[config.mk]
export PLATFORM = sky130hd
export DESIGN_NAME = banner_draw_engine
export DESIGN_NICKNAME = d
export VERILOG_FILES = /design/src/rtl/banner_draw_engine.sv
export SDC_FILE = /design/constraint.sdc
export NUM_CORES = 1
export LEC_CHECK = 0
export BUFFER_PORTS_ARGS = -buffer_cell sky130_fd_sc_hd__clkbuf_2
export CAP_MARGIN = 40
export CORE_MARGIN = 2
export CORE_UTILIZATION = 30
export DETAILED_ROUTE_END_ITERATION = 12
export PLACE_DENSITY = 0.59
export SLEW_MARGIN = 20
export SYNTH_ARGS = -nofsm -noshare
export SYNTH_HDL_FRONTEND = slang
export SYNTH_SLANG_ARGS = --single-unit
[constraint.sdc]
create_clock -name CLOCK_50 -period 2.4 [get_ports CLOCK_50]
set_clock_uncertainty 0.2 [all_clocks]
set_input_delay 0.12 -clock CLOCK_50 [delete_from_list [all_inputs] [get_ports CLOCK_50]]
set_output_delay 0.12 -clock CLOCK_50 [all_outputs]
set_load 0.01 [all_outputs]
[src/rtl/banner_draw_engine.sv]
// Full-screen banner renderer: rasters a SCREEN_W x SCREEN_H frame from a tile map into the frame
// buffer through a ROM_LAT-deep pipeline. Optional build macro: TRANSPARENT_KEY_EN.
module banner_draw_engine #(
    parameter int         SCREEN_W  = 320,
    parameter int         SCREEN_H  = 240,
    parameter int         TILE_LOG2 = 5,
    parameter int         MAP_COLS  = 10,
    parameter int         MSG_ROW   = 3,
    parameter int         ID_W      = 3,
    parameter int         ROM_LAT   = 1,
    parameter logic [7:0] KEY_COLOR = 8'hE3,
    localparam int        AW        = (MAP_COLS > 1) ? $clog2(MAP_COLS) : 1
) (
    input  logic                 CLOCK_50,
    input  logic                 RESET,
    input  logic                 START,
    input  logic                 MAP_WE,
    input  logic [AW-1:0]        MAP_ADDR,
    input  logic [ID_W-1:0]      MAP_DATA,
    input  logic [7:0]           PIXEL_DIN,
    output logic                 RE,
    output logic [ID_W-1:0]      SPRITE_ID,
    output logic [TILE_LOG2-1:0] SPRITE_X,
    output logic [TILE_LOG2-1:0] SPRITE_Y,
    output logic                 WE,
    output logic [8:0]           PIXEL_X,
    output logic [8:0]           PIXEL_Y,
    output logic [7:0]           PIXEL_DOUT,
    output logic                 BUSY,
    output logic                 DONE
);

    typedef enum logic [1:0] {S_IDLE, S_SCAN, S_DRAIN, S_DONE} state_t;

    localparam int              CW            = 9 - TILE_LOG2;
    localparam logic [8:0]      LP_X_LAST     = 9'(SCREEN_W - 1);
    localparam logic [8:0]      LP_Y_LAST     = 9'(SCREEN_H - 1);
    localparam logic [CW-1:0]   LP_MSG_ROW    = CW'(MSG_ROW);
    localparam logic [AW:0]     LP_COLS       = (AW + 1)'(MAP_COLS);
    localparam logic [2:0]      LP_DRAIN_LAST = 3'(ROM_LAT - 1);

    state_t                 r_state;
    logic [8:0]             r_x;
    logic [8:0]             r_y;
    logic [ID_W-1:0]        r_map [MAP_COLS];
    logic                   r_last;
    logic                   r_busy;
    logic                   r_done;
    logic [2:0]             r_drain_cnt;

    logic                   r_vld_p0;
    logic [8:0]             r_x_p0;
    logic [8:0]             r_y_p0;
    logic [ID_W-1:0]        r_sprite_id_p0;
    logic [TILE_LOG2-1:0]   r_sprite_x_p0;
    logic [TILE_LOG2-1:0]   r_sprite_y_p0;

    logic                   r_vld_p [1:ROM_LAT];
    logic [8:0]             r_x_p   [1:ROM_LAT];
    logic [8:0]             r_y_p   [1:ROM_LAT];

    logic [AW-1:0]          w_col;
    logic [CW-1:0]          w_trow;
    logic [ID_W-1:0]        w_id;
    logic                   w_at_end;
    logic                   w_issue;
    logic                   w_we;

    // Message map; out-of-range slot writes are dropped.
    always_ff @(posedge CLOCK_50) begin
        if (RESET) begin
            for (int i = 0; i < MAP_COLS; i++) r_map[i] <= '0;
        end else if (MAP_WE && ({1'b0, MAP_ADDR} < LP_COLS)) begin
            r_map[MAP_ADDR] <= MAP_DATA;
        end
    end

    assign w_col    = r_x[TILE_LOG2 +: AW];
    assign w_trow   = r_y[8:TILE_LOG2];
    assign w_id     = (w_trow == LP_MSG_ROW) ? r_map[w_col] : '0;
    assign w_at_end = (r_x == LP_X_LAST) && (r_y == LP_Y_LAST);
    assign w_issue  = ((r_state == S_IDLE) && START) || ((r_state == S_SCAN) && !r_last);

    // Issue stage (p0): raster counters hold the next pixel to request from the ROM.
    always_ff @(posedge CLOCK_50) begin
        if (RESET) begin
            r_state        <= S_IDLE;
            r_x            <= '0;
            r_y            <= '0;
            r_last         <= 1'b0;
            r_busy         <= 1'b0;
            r_done         <= 1'b0;
            r_drain_cnt    <= '0;
            r_vld_p0       <= 1'b0;
            r_x_p0         <= '0;
            r_y_p0         <= '0;
            r_sprite_id_p0 <= '0;
            r_sprite_x_p0  <= '0;
            r_sprite_y_p0  <= '0;
        end else begin
            r_vld_p0 <= w_issue;
            r_done   <= 1'b0;
            if (w_issue) begin
                r_x_p0         <= r_x;
                r_y_p0         <= r_y;
                r_sprite_id_p0 <= w_id;
                r_sprite_x_p0  <= r_x[TILE_LOG2-1:0];
                r_sprite_y_p0  <= r_y[TILE_LOG2-1:0];
                r_last         <= w_at_end;
                if (w_at_end) begin
                    r_x <= '0;
                    r_y <= '0;
                end else if (r_x == LP_X_LAST) begin
                    r_x <= '0;
                    r_y <= r_y + 9'd1;
                end else begin
                    r_x <= r_x + 9'd1;
                end
            end
            case (r_state)
                S_IDLE: begin
                    if (START) begin
                        r_state <= S_SCAN;
                        r_busy  <= 1'b1;
                    end
                end
                S_SCAN: begin
                    if (r_last) begin
                        r_state     <= S_DRAIN;
                        r_last      <= 1'b0;
                        r_drain_cnt <= '0;
                    end
                end
                S_DRAIN: begin
                    if (r_drain_cnt == LP_DRAIN_LAST) begin
                        r_state <= S_DONE;
                        r_busy  <= 1'b0;
                        r_done  <= 1'b1;
                    end else begin
                        r_drain_cnt <= r_drain_cnt + 3'd1;
                    end
                end
                default: r_state <= S_IDLE;
            endcase
        end
    end

    // Delay stages p1..pROM_LAT: coordinates travel alongside the ROM access.
    always_ff @(posedge CLOCK_50) begin
        if (RESET) begin
            for (int k = 1; k <= ROM_LAT; k++) begin
                r_vld_p[k] <= 1'b0;
                r_x_p[k]   <= '0;
                r_y_p[k]   <= '0;
            end
        end else begin
            r_vld_p[1] <= r_vld_p0;
            r_x_p[1]   <= r_x_p0;
            r_y_p[1]   <= r_y_p0;
            for (int k = 2; k <= ROM_LAT; k++) begin
                r_vld_p[k] <= r_vld_p[k-1];
                r_x_p[k]   <= r_x_p[k-1];
                r_y_p[k]   <= r_y_p[k-1];
            end
        end
    end

`ifdef TRANSPARENT_KEY_EN
    assign w_we = r_vld_p[ROM_LAT] && (PIXEL_DIN != KEY_COLOR);
`else
    assign w_we = r_vld_p[ROM_LAT];
`endif

    assign RE         = r_vld_p0;
    assign SPRITE_ID  = r_sprite_id_p0;
    assign SPRITE_X   = r_sprite_x_p0;
    assign SPRITE_Y   = r_sprite_y_p0;
    assign WE         = w_we;
    assign PIXEL_X    = r_x_p[ROM_LAT];
    assign PIXEL_Y    = r_y_p[ROM_LAT];
    assign PIXEL_DOUT = r_vld_p[ROM_LAT] ? PIXEL_DIN : 8'h00;
    assign BUSY       = r_busy;
    assign DONE       = r_done;

endmodule

Word-level counts from Yosys, hierarchy flattened
Memories as Yosys holds them, arrays and structs flattened. A register that Yosys moved wholly into a read port is not among the register bits. Index checks and enable logic that the tools add are counted.

Register bits after elaboration: 58. Memory bits (writable): 49. Input port bits: 19. Output and inout bits: 43. Word-level logic and storage cells: 85. Memories: 4.

Memory list: r_map (words 10, bits a word 3, rd ports 1, clocked after memory_dff 1, write ports 10, RTL line 45) `logic [ID_W-1:0] r_map [MAP_COLS];`; r_x_p (words 1, bits a word 9, rd ports 1, clocked after memory_dff 0, write ports 1, RTL line 59) `logic [8:0] r_x_p [1:ROM_LAT];`; r_y_p (words 1, bits a word 9, rd ports 1, clocked after memory_dff 0, write ports 1, RTL line 60) `logic [8:0] r_y_p [1:ROM_LAT];`; r_vld_p (words 1, bits a word 1, rd ports 1, clocked after memory_dff 0, write ports 1, RTL line 58) `logic r_vld_p [1:ROM_LAT];`.

$add $sub $neg: 3. Magnitude comparators: 1. Equality and inequality tests: 9. Multiplexer cells: 34. Bitwise gates (word level): 4. Reductions and logical operators: 17.

Operators by type and width (number): 2-to-1 mux 9 bit (6); adder 9 x 1 -> 9 bit, second input constant (2); 2-to-1 mux 1 bit (14); 2-to-1 mux 3 bit (4); 2-to-1 mux 4 bit (3); == test 9 x 8 -> 1 bit, second input constant (1); == test 9 bit, second input constant (1); AND reduction 3 bit (3); 2-to-1 mux 8 bit (1); != test 2 bit, second input constant (4); 2-to-1 mux 2 bit (3); one-hot mux 2 bit (3 select lines) (1); one-hot mux 3 bit (2 select lines) (1); nonzero test 2 bit (3); == test 4 x 2 -> 1 bit, second input constant (1); logical AND 1 bit (4); < comparator 4 bit, second input constant (1); adder 3 x 1 -> 3 bit, second input constant (1); logical NOT 3 bit (1); OR 1 bit (3); OR reduction 3 bit (1); == test 2 x 1 -> 1 bit, second input constant (1); == test 2 bit, second input constant (1); logical NOT 2 bit (1); other kinds (6) (6).

Logic depth before layout (Yosys ltp)
Gate-level depths: netlist (run 1).

Depth in word-level cells: 7. Mapped depth: 9. Gate-level depth less buffers: 6.

Least setup slack after synthesis (run 1)
No wires, ideal clock.

Kind: register -> register. Start point: register r_state[1]. End point: register r_y[5]. Library setup time: 0.071 ns. Data arrival time: 1.749 ns. Data required time: 2.129 ns. Slack: 0.380 ns. Cell stages (with the launch flop): 9. Buffers on the path: 2. Period minus slack after synthesis: 2.020 ns. Cells stage by stage: dfxtp_1 -> inv_1 -> ha_1 -> and2b_1 -> buf_4 -> o2111ai_2 -> buf_6 -> or4_1 -> a21oi_1.

Cells in the longest elaborated chain, start to end: 4. Elaborated cells between the ends (all ways): 6. Those cells by class: 1 x eq/ne; 5 x reduce/logical.

Ends and longest elaborated chain: start: declaration (RTL line 42) `state_t r_state;`; start signal: assignment (RTL line 87) `r_state <= S_IDLE;`; start signal: assignment (RTL line 123) `r_state <= S_SCAN;`; start signal: assignment (RTL line 129) `r_state <= S_DRAIN;`; == test 2 x 1 -> 1 bit / logical NOT 2 bit (equally long branches) (RTL line 82) `assign w_issue = ((r_state == S_IDLE) && START) || ((r_state == S_SCAN) && !r_last);`; logical AND 1 bit (RTL line 82); logical OR 1 bit * (RTL line 82); AND reduction 2 bit (no line) *; end signal: assignment (RTL line 115) `r_y <= r_y + 9'd1;`; end: declaration (RTL line 44) `logic [8:0] r_y;`.

Every way passes the cells marked *; elsewhere a longest branch is shown, timed or not. A chain may end at the register's enable or synchronous reset.

Worst setup path after layout (run 1)
Start point: register r_state[0]. End point: register r_sprite_id_p0[1] (netlist: SPRITE_ID[1]).

Cells in the longest elaborated chain, start to end: 3. Elaborated cells between the ends (all ways): 5. Those cells by class: 1 x eq/ne; 4 x reduce/logical.

Ends and longest elaborated chain: == test 2 x 1 -> 1 bit / logical NOT 2 bit (equally long branches) (RTL line 82); logical AND 1 bit (RTL line 82); logical OR 1 bit * (RTL line 82); end signal: assignment (RTL line 106) `r_sprite_id_p0 <= w_id;`; end: declaration (RTL line 54) `logic [ID_W-1:0] r_sprite_id_p0;`.

Marks and branches as above.

==> summary by stage, run 1 <==
Setup path
The slowest stage of the critical path is the sky130_fd_sc_hd__nor2_2 cell. The path type of the worst setup path is flop to flop. Together, buffers and inverters on the worst path number 1. In this run the worst path has a maximum fanout of 13. The critical path goes through inv_1, ha_1, and2_2, nor2_2, nor3_1, a32o_1.

STA puts the critical path data arrival time at roughly 2.3 ns. In this design, the largest share of critical-path delay is due to simple AND/OR/NAND/NOR gates. The worst register-to-register path has a depth of 6. The required time at the endpoint of the critical path is approximately 2.5 ns. The cell count along the critical path is 6.

The largest stage delay on the critical path is approximately 0.48 ns. The type of origin of the critical path is a flop. The capturing element type of the critical path is a flop.

Detailed routing
Wires add up to between 10 and 15 mm. The post-route antenna net violation count is 0. For this block, the initial DRC count from the detailed router was a little under 200.

In the final routed layout, each cell accounts on average for between 10 and 15 um. After detailed routing, the number of remaining DRC violations is 0. The first-pass detailed-route iteration total is 4. After detailed routing, the number of vias per cell comes to approximately 4.7.

Summing over every cut layer, the via total after detailed routing is ~3600.

Final layout
The number of non-filler instances in the completed layout is 775. The final layout net count is around 570. In the layout the commonest cells are 72 x sky130_fd_sc_hd__nand2_1, 71 x sky130_fd_sc_hd__dfxtp_1, 61 x sky130_fd_sc_hd__clkbuf_2, 48 x sky130_fd_sc_hd__edfxtp_1. The antenna cell count is 0. The post-route netlist has 20.8% of its cells at a drive strength greater than 1. From synthesis to final layout, the design area changed by 24.4%. The commonest non-fill, non-tap cell in the layout is sky130_fd_sc_hd__nand2_1. Fill cells in the final layout number 1623.

Min path
The worst hold path belongs to the class input pin to flop. The instance count along the most critical hold path is 3.

Clock network
In this run the deepest clock path goes through 2 buffers. Clock tree synthesis inserted a total of 17 buffers. The root buffer cell chosen for the clock tree is sky130_fd_sc_hd__clkbuf_16.

The clock latency reported for the late side of the worst-skew pair is 0.42 ns. TritonCTS built the clock tree. Clock-pin slew was measured on the worst setup and hold paths at ~0.060 ns. The depth of the CTS H-tree is 4. The clock sink total is 119.

Synthesis
Synthesis produced about 460 cells. After synthesis, the share of flip-flops with an asynchronous set or reset is 0%. The post-synthesis average cell area is around 11 sq um. During synthesis, Yosys emitted a total of 0 warnings. The most instantiated flip-flop cell in the synthesis netlist is sky130_fd_sc_hd__dfxtp_1. The number of different library cells used by synthesis comes to 46. The count of flip-flops with a built-in enable after synthesis is 48. The synthesized cell area is approximately 4900 sq um. For this run, the register share of the synthesized area comes to between 50% and 60%. Synthesis inferred around 120 register bits.

Global route
Global routing finished with a remaining overflow of 0. The maximum number of pins on one net before global-route repair is 56. The global router's overall resource usage is between 10% and 20%. The first global-routing pass estimated 17.4 mm of wire. The number of antenna violations at the first check in global routing came to 0. The number of global-route vias before repair is between 3000 and 4000.

Floorplanning
The number of placement rows is 46. The die height is roughly 130 um. The I/O pin total is 62. The area inside the core boundary is roughly 16000 sq um. In this run the horizontal extent of the chip is roughly 130 um. The initial utilization of the core area, before any placement, comes to a little under a third. The die covers between 15000 and 20000 sq um.

Timing
The actual slew at the worst max-slew pin is between 0.5 and 0.6 ns. The tightest hold path in the finished design has a slack of roughly 0.016 ns. The worst path in the final design needs a cycle of roughly 2.2 ns, including I/O delays and setup.

The maximum operating frequency is ~0.46 GHz. The worst setup margin is around 0.20 ns. Setup repair after global routing left no endpoint under its margin.

Setup total negative slack on the finished layout was measured at 0 ns. After layout, the worst path uses 91.5% of the clock period. The total count of max-transition violations in the final report is 0. The final hold violation count is 0. The number of setup violations in the final report is 0. The headroom to the max-slew limit is around 60%.

Power
The static power due to leakage is 0.00229 uW. VDD sags by at most ~0.51 mV. The power density over cell area is 888 nW/um^2.

Place
The half-perimeter wire length after detailed placement is a little over 7 mm. Once placement completed, the tool counted placed cells totaling ~740. Timing analysis after detailed placement gives a worst setup slack of around 0.12 ns. The placer congestion estimate is 0.882. The total of buffers placed on input and output ports is 61.

Run status
The run finished with clean final reports.

Flow run
The max-cap check violation count is 0.
## registers in the layout, summed over array words and instances, names as in the netlist, 9 cells and up, named ones only
name,flops
r_map,48
r_x,9
r_x_p0,9
r_x_p,9
r_y,9
r_y_p0,9
r_y_p,9
## worst register-to-register path: cells and delay by family, from the launching register on
| family | cells | cell delay, ns |
|---|---|---|
| adder cells (fa/ha/maj) | 1 | 0.25 |
| AND/OR/NAND/NOR | 3 | 0.93 |
| AO/OA/AOI/OAI | 1 | 0.26 |
| flip-flops | 1 | 0.37 |
| buffers and inverters | 1 | 0.08 |
## area by class of cell
cell class                      instances  area (sq um)  area share, %
Sequential cell                       119          2860           46.6
Multi-Input combinational cell        316          1930           31.4
Timing Repair Buffer                   79           468           7.62
Clock buffer                           18           429           6.99
Tap cell                              216           270           4.40
Clock inverter                         14           133           2.16
Inverter                               13          48.8          0.795
## report_power, final
part / total [uW] / switching (uW) / internal [uW]
registers: 2310 / 78.4 / 2230
clock network: 2390 / 882 / 1510
logic: 754 / 468 / 285
total: 5450 / 1430 / 4020
## Yosys cell counts (all sizes together) (2+ instances only)
cell type	number	area share, %
xor2	3	0.53
o211ai	3	0.46
nand2	72	5.5
a22oi	4	0.61
or4	5	0.76
ha	8	2.0
buf	23	2.9
o2111ai	3	0.66
and2	10	1.3
a221oi	2	0.36
mux4	12	5.5
and3	3	0.38
clkbuf	8	0.61
nand3b	3	0.46
inv	13	0.99
nor2	39	3.0
nand2b	2	0.25
or3	9	1.1
dfxtp	71	29
nand4	7	0.89
mux2i	2	0.41
a32o	3	0.61
nor3b	2	0.41
nor2b	27	3.4
nand3	13	1.3
a21oi	38	3.9
o21ai	12	1.2
edfxtp	48	29
o31ai	4	0.61
nor3	3	0.30
## cells by family (layout without fill, tap and decap cells)
kind of cell / count (synthesis) / count (layout) / synth area share [%]
XOR/XNOR: 3 / 3 / 0.533
AND/OR/NAND/NOR: 200 / 200 / 19.9
buffers and inverters: 44 / 124 / 4.49
AO/OA/AOI/OAI: 73 / 73 / 9.08
adder cells (fa/ha/maj): 8 / 8 / 2.03
multiplexers: 14 / 14 / 5.88
flip-flops: 119 / 119 / 58.0
other: 1 / 18 / 0.0760
## repair_timing
item | CTS | global route
setup buffers | 0 | 0
hold endpoints to repair | 13 | 0
setup endpoints to repair | 0 | 5
hold buffers | 6 | 0
gates resized for setup | 0 | 2
## final timing paths
kind	slack [ns]	to	startpoint
worst max register to register	0.20	SPRITE_ID[1]	r_state[0]
worst max-delay path	0.20	SPRITE_ID[1]	r_state[0]
worst min-delay path	0.02	r_map[7][1]	MAP_ADDR[0]
worst min register to register	0.24	r_x_p0[7]	r_x_p0[7]
## through the flow
step | utilization [%] | power (uW) | cell area, sq um
after global routing | 38.4 | 5720 | 6140
after floorplan | - | 2840 | 5000
after detailed placement | 34.4 | 3100 | 5510
after CTS | 38.3 | 5510 | 6130
final | 38.4 | 5450 | 6140
after global placement | 34.4 | 3070 | 5510
## metal layers
| metal | global-route usage [%] | vias to the layer above | part of all wire (%) |
|---|---|---|---|
| li1 | - | 1784 | - |
| met3 | 3.38 | 17 | 4.9 |
| met4 | 6.57 | 0 | 1.9 |
| met1 | 15.5 | 1726 | 45 |
| met5 | 0 | - | 0 |
| met2 | 20.2 | 99 | 48 |
Power figures use the tool's default switching activity.
==> run 2, diff against run 1 <==
- CORE_ASPECT_RATIO: unset -> 1.1
==> run 2 against run 1 <==
Via count down 2.0%; hold slack better by 0.024 ns; count of clock-buffer cells in the layout up 6; non-clock buffer count up 3; cell count down 1.3%; register-to-register slack worse by 0.04 ns; critical path type unchanged; wire length down 2.2%; global-route usage down 0.63 points; die area about the same.
==> summary by stage, run 2 (synthesized netlist as in run 1, its figures left out) <==
Timing
The actual slew at the worst max-slew pin is about 0.57 ns. The maximum operating frequency is about 0.45 GHz. The worst path uses approximately 93% of the clock period. The post-route setup TNS is 0 ns. The worst path in the final design needs a cycle of 2.24 ns, including I/O delays and setup. The number of setup violations in the final report is 0. The total count of max-transition violations in the final report was 0.

Setup repair after global routing left no endpoint under its margin. The final hold violation count is 0. The headroom to the max-slew limit is between 60% and 70%. The final worst hold slack is 0.0397 ns.

Power
Power spread over the standard cell area amounts to 915 nW/um^2. The worst voltage drop across the vdd grid is ~0.54 mV. For this design the static power due to leakage is ~0.0023 uW.

Final layout
Summing all flip-flop and latch instances after layout gives roughly 2900 sq um. The register bank with the most flops is r_map. The antenna cell count is 0. The number of fill cells in the layout is 1583. The commonest non-fill, non-tap cell in the layout is sky130_fd_sc_hd__nand2_1. The library cells used most frequently in the layout, excluding fill and tap cells, are 72 x sky130_fd_sc_hd__nand2_1, 71 x sky130_fd_sc_hd__dfxtp_1, 61 x sky130_fd_sc_hd__clkbuf_2, 48 x sky130_fd_sc_hd__edfxtp_1. Cells fill a little under two fifths of the core in the end. The area growth from synthesis to layout is 26.0%. In the final layout, the multi-input gates occupy around 1900 sq um. The final layout net count is approximately 580. The finished layout holds approximately 770 standard cells, fillers aside. Cells with a size suffix above 1 make up 21.6% of the layout.

The register with the most flip-flops in the layout has 48 of them.

Global route
In the global route stage, met2 resource usage came out at 20.2%. The number of global-route vias before repair is roughly 3500. The number of antenna violations at the first check in global routing is 0. The global router's overall resource usage is about an eighth. Global routing consumed, on the met1 layer, between 10% and 20% of the routing resources. Entering global routing, the biggest net connects 56 pins. The total grt overflow is 0. For this run, global-route usage on met3 was measured as under 10%. The layer with the highest usage is met2. The first global-routing pass estimated 16.5 mm of wire.

Clock network
The post-CTS setup buffer count is 0. The clock tree root buffer cell is sky130_fd_sc_hd__clkbuf_16. The clock net in this run drives a total of roughly 120 sinks.

After clock tree synthesis, the clock-pin slew on the worst setup and hold paths is ~0.060 ns. The clock latency reported for the late side of the worst-skew pair is approximately 0.4 ns. The TritonCTS clock tree is yes. The depth of the CTS H-tree is 4. The number of buffers created by CTS is 17. Counting along the longest clock path gives a buffer depth of 2.

Floorplanning
The effective utilization at floorplan is just over 30%. The region available for standard cell placement spans 16200 sq um. The floorplan die area is 17500 sq um. The number of placement rows is about 50. In this run the count of I/O pins placed on the die edge is 62. The chip width is approximately 130 um.

The floorplan step set the die height to ~140 um.

Setup path
In this run the register-to-register setup slack is roughly 0.16 ns. In this run the critical register-to-register path is captured at r_x[0]. The peak fanout along the critical path is 16. The worst register-to-register path begins at r_state[1]. The required time at the endpoint of the critical path is 2.48 ns.

The number of cells traversed by the worst register-to-register path is 7. By startpoint and endpoint, the worst setup path is classified as flop to flop. STA classifies the critical path startpoint as a flop.

The worst setup path is captured at a flop. Data on the critical path arrives at its endpoint at 2.31 ns.

Detailed routing
The number of DRC markers in iteration 0 is around 180. The detail route stage leaves a number of antenna-violating nets equal to 0. After detailed routing, the number of vias per cell comes to 4.65. Detailed routing inserted a total of between 3000 and 4000 vias.

For this run, the detailed router's first-pass iteration total came to 4. The average wire length per cell after detail routing is 13.1 um. For this run, design rule violations remaining after detail routing come to 0. After detailed routing, the total wire length is 10.0 mm.

Min path
The path type of the worst min-delay path is input pin to flop. Along the worst hold path, the cell count comes to 4. For hold timing, the worst endpoint is r_map[1][1].

In this run the most critical hold path is launched from MAP_ADDR[2].

Place
Input and output buffers added on the ports amount to slightly above 60. Routability-driven placement finished with a final weighted congestion of 0.787. The total placed cells including tap cells is approximately 730.

The half-perimeter wire length after detailed placement is approximately 7 mm.

Flow run
Max-cap violations in this run came to 0.

Run status
The run finished with clean final reports.
run 2: cell count changes in the layout (fill, tap and decap cells not counted), moves of 2 or more:
cell,before,now
sky130_fd_sc_hd__buf_4,11,14
sky130_fd_sc_hd__clkbuf_16,17,21
sky130_fd_sc_hd__clkbuf_8,0,3
sky130_fd_sc_hd__clkinv_1,4,0
sky130_fd_sc_hd__clkinvlp_4,4,2
run 2: repair_timing:
item                                    in CTS  in global routing
endpoints found under the hold margin       13                  0
endpoints found under the setup margin       0                  4
hold buffers                                 7                  0
gates resized for setup                      0                  1
run 2: where the power goes:
part	switching, uW	leakage [uW]	internal [uW]	total [uW]
Combinational	468	0.00100	277	745
Clock	888	0.000312	1750	2640
Sequential	73.6	0.00103	2230	2300
run 2: critical path: stages (launching register included):
cell and delay, ns:
sky130_fd_sc_hd__dfxtp_1 0.38, sky130_fd_sc_hd__inv_1 0.08, sky130_fd_sc_hd__ha_1 0.19, sky130_fd_sc_hd__and2b_1 0.26, sky130_fd_sc_hd__nor2_2 0.50, sky130_fd_sc_hd__buf_4 0.31, sky130_fd_sc_hd__or3_1 0.13, sky130_fd_sc_hd__a21oi_1 0.05
run 2: metal layers:
layer	up-vias	wire (um)
li1	1798	-
met1	1660	4260
met2	83	5010
met3	13	542
met4	0	191
met5	-	0
run 2: how the worst max path moves through the flow:
| stage | from | end | slack (ns) |
|---|---|---|---|
| floorplan | r_state[1] | r_y[5] | 0.38 |
| finish | r_state[1] | r_x[0] | 0.16 |
| detailed placement | r_x[0] | r_y[4] | 0.16 |
| global placement | r_x[0] | r_y[4] | 0.24 |
| CTS | r_x[0] | r_y[4] | 0.14 |
| global route | r_state[1] | r_x[0] | 0.01 |
run 2: area by class of cell:
| type | instances | share of cell area, % |
|---|---|---|
| clock buffers | 24 | 9.12 |
| clock inverters | 7 | 1.19 |
| inverters | 13 | 0.785 |
| multi-input cells | 316 | 31.0 |
| flip-flops and latches | 119 | 46.1 |
| well taps | 204 | 4.11 |
| repair buffers | 82 | 7.73 |
run 2: metrics by stage:
stage | instance area (sq um) | power [uW] | worst slack (ns)
6_report | 6210 | 5690 | 0.164
5_1_grt | 6210 | 5930 | 0.0124
4_1_cts | 6200 | 5740 | 0.144
3_5_place_dp | 5490 | 3080 | 0.165
3_3_place_gp | 5490 | 3050 | 0.242
2_1_floorplan | 5000 | 2840 | 0.380
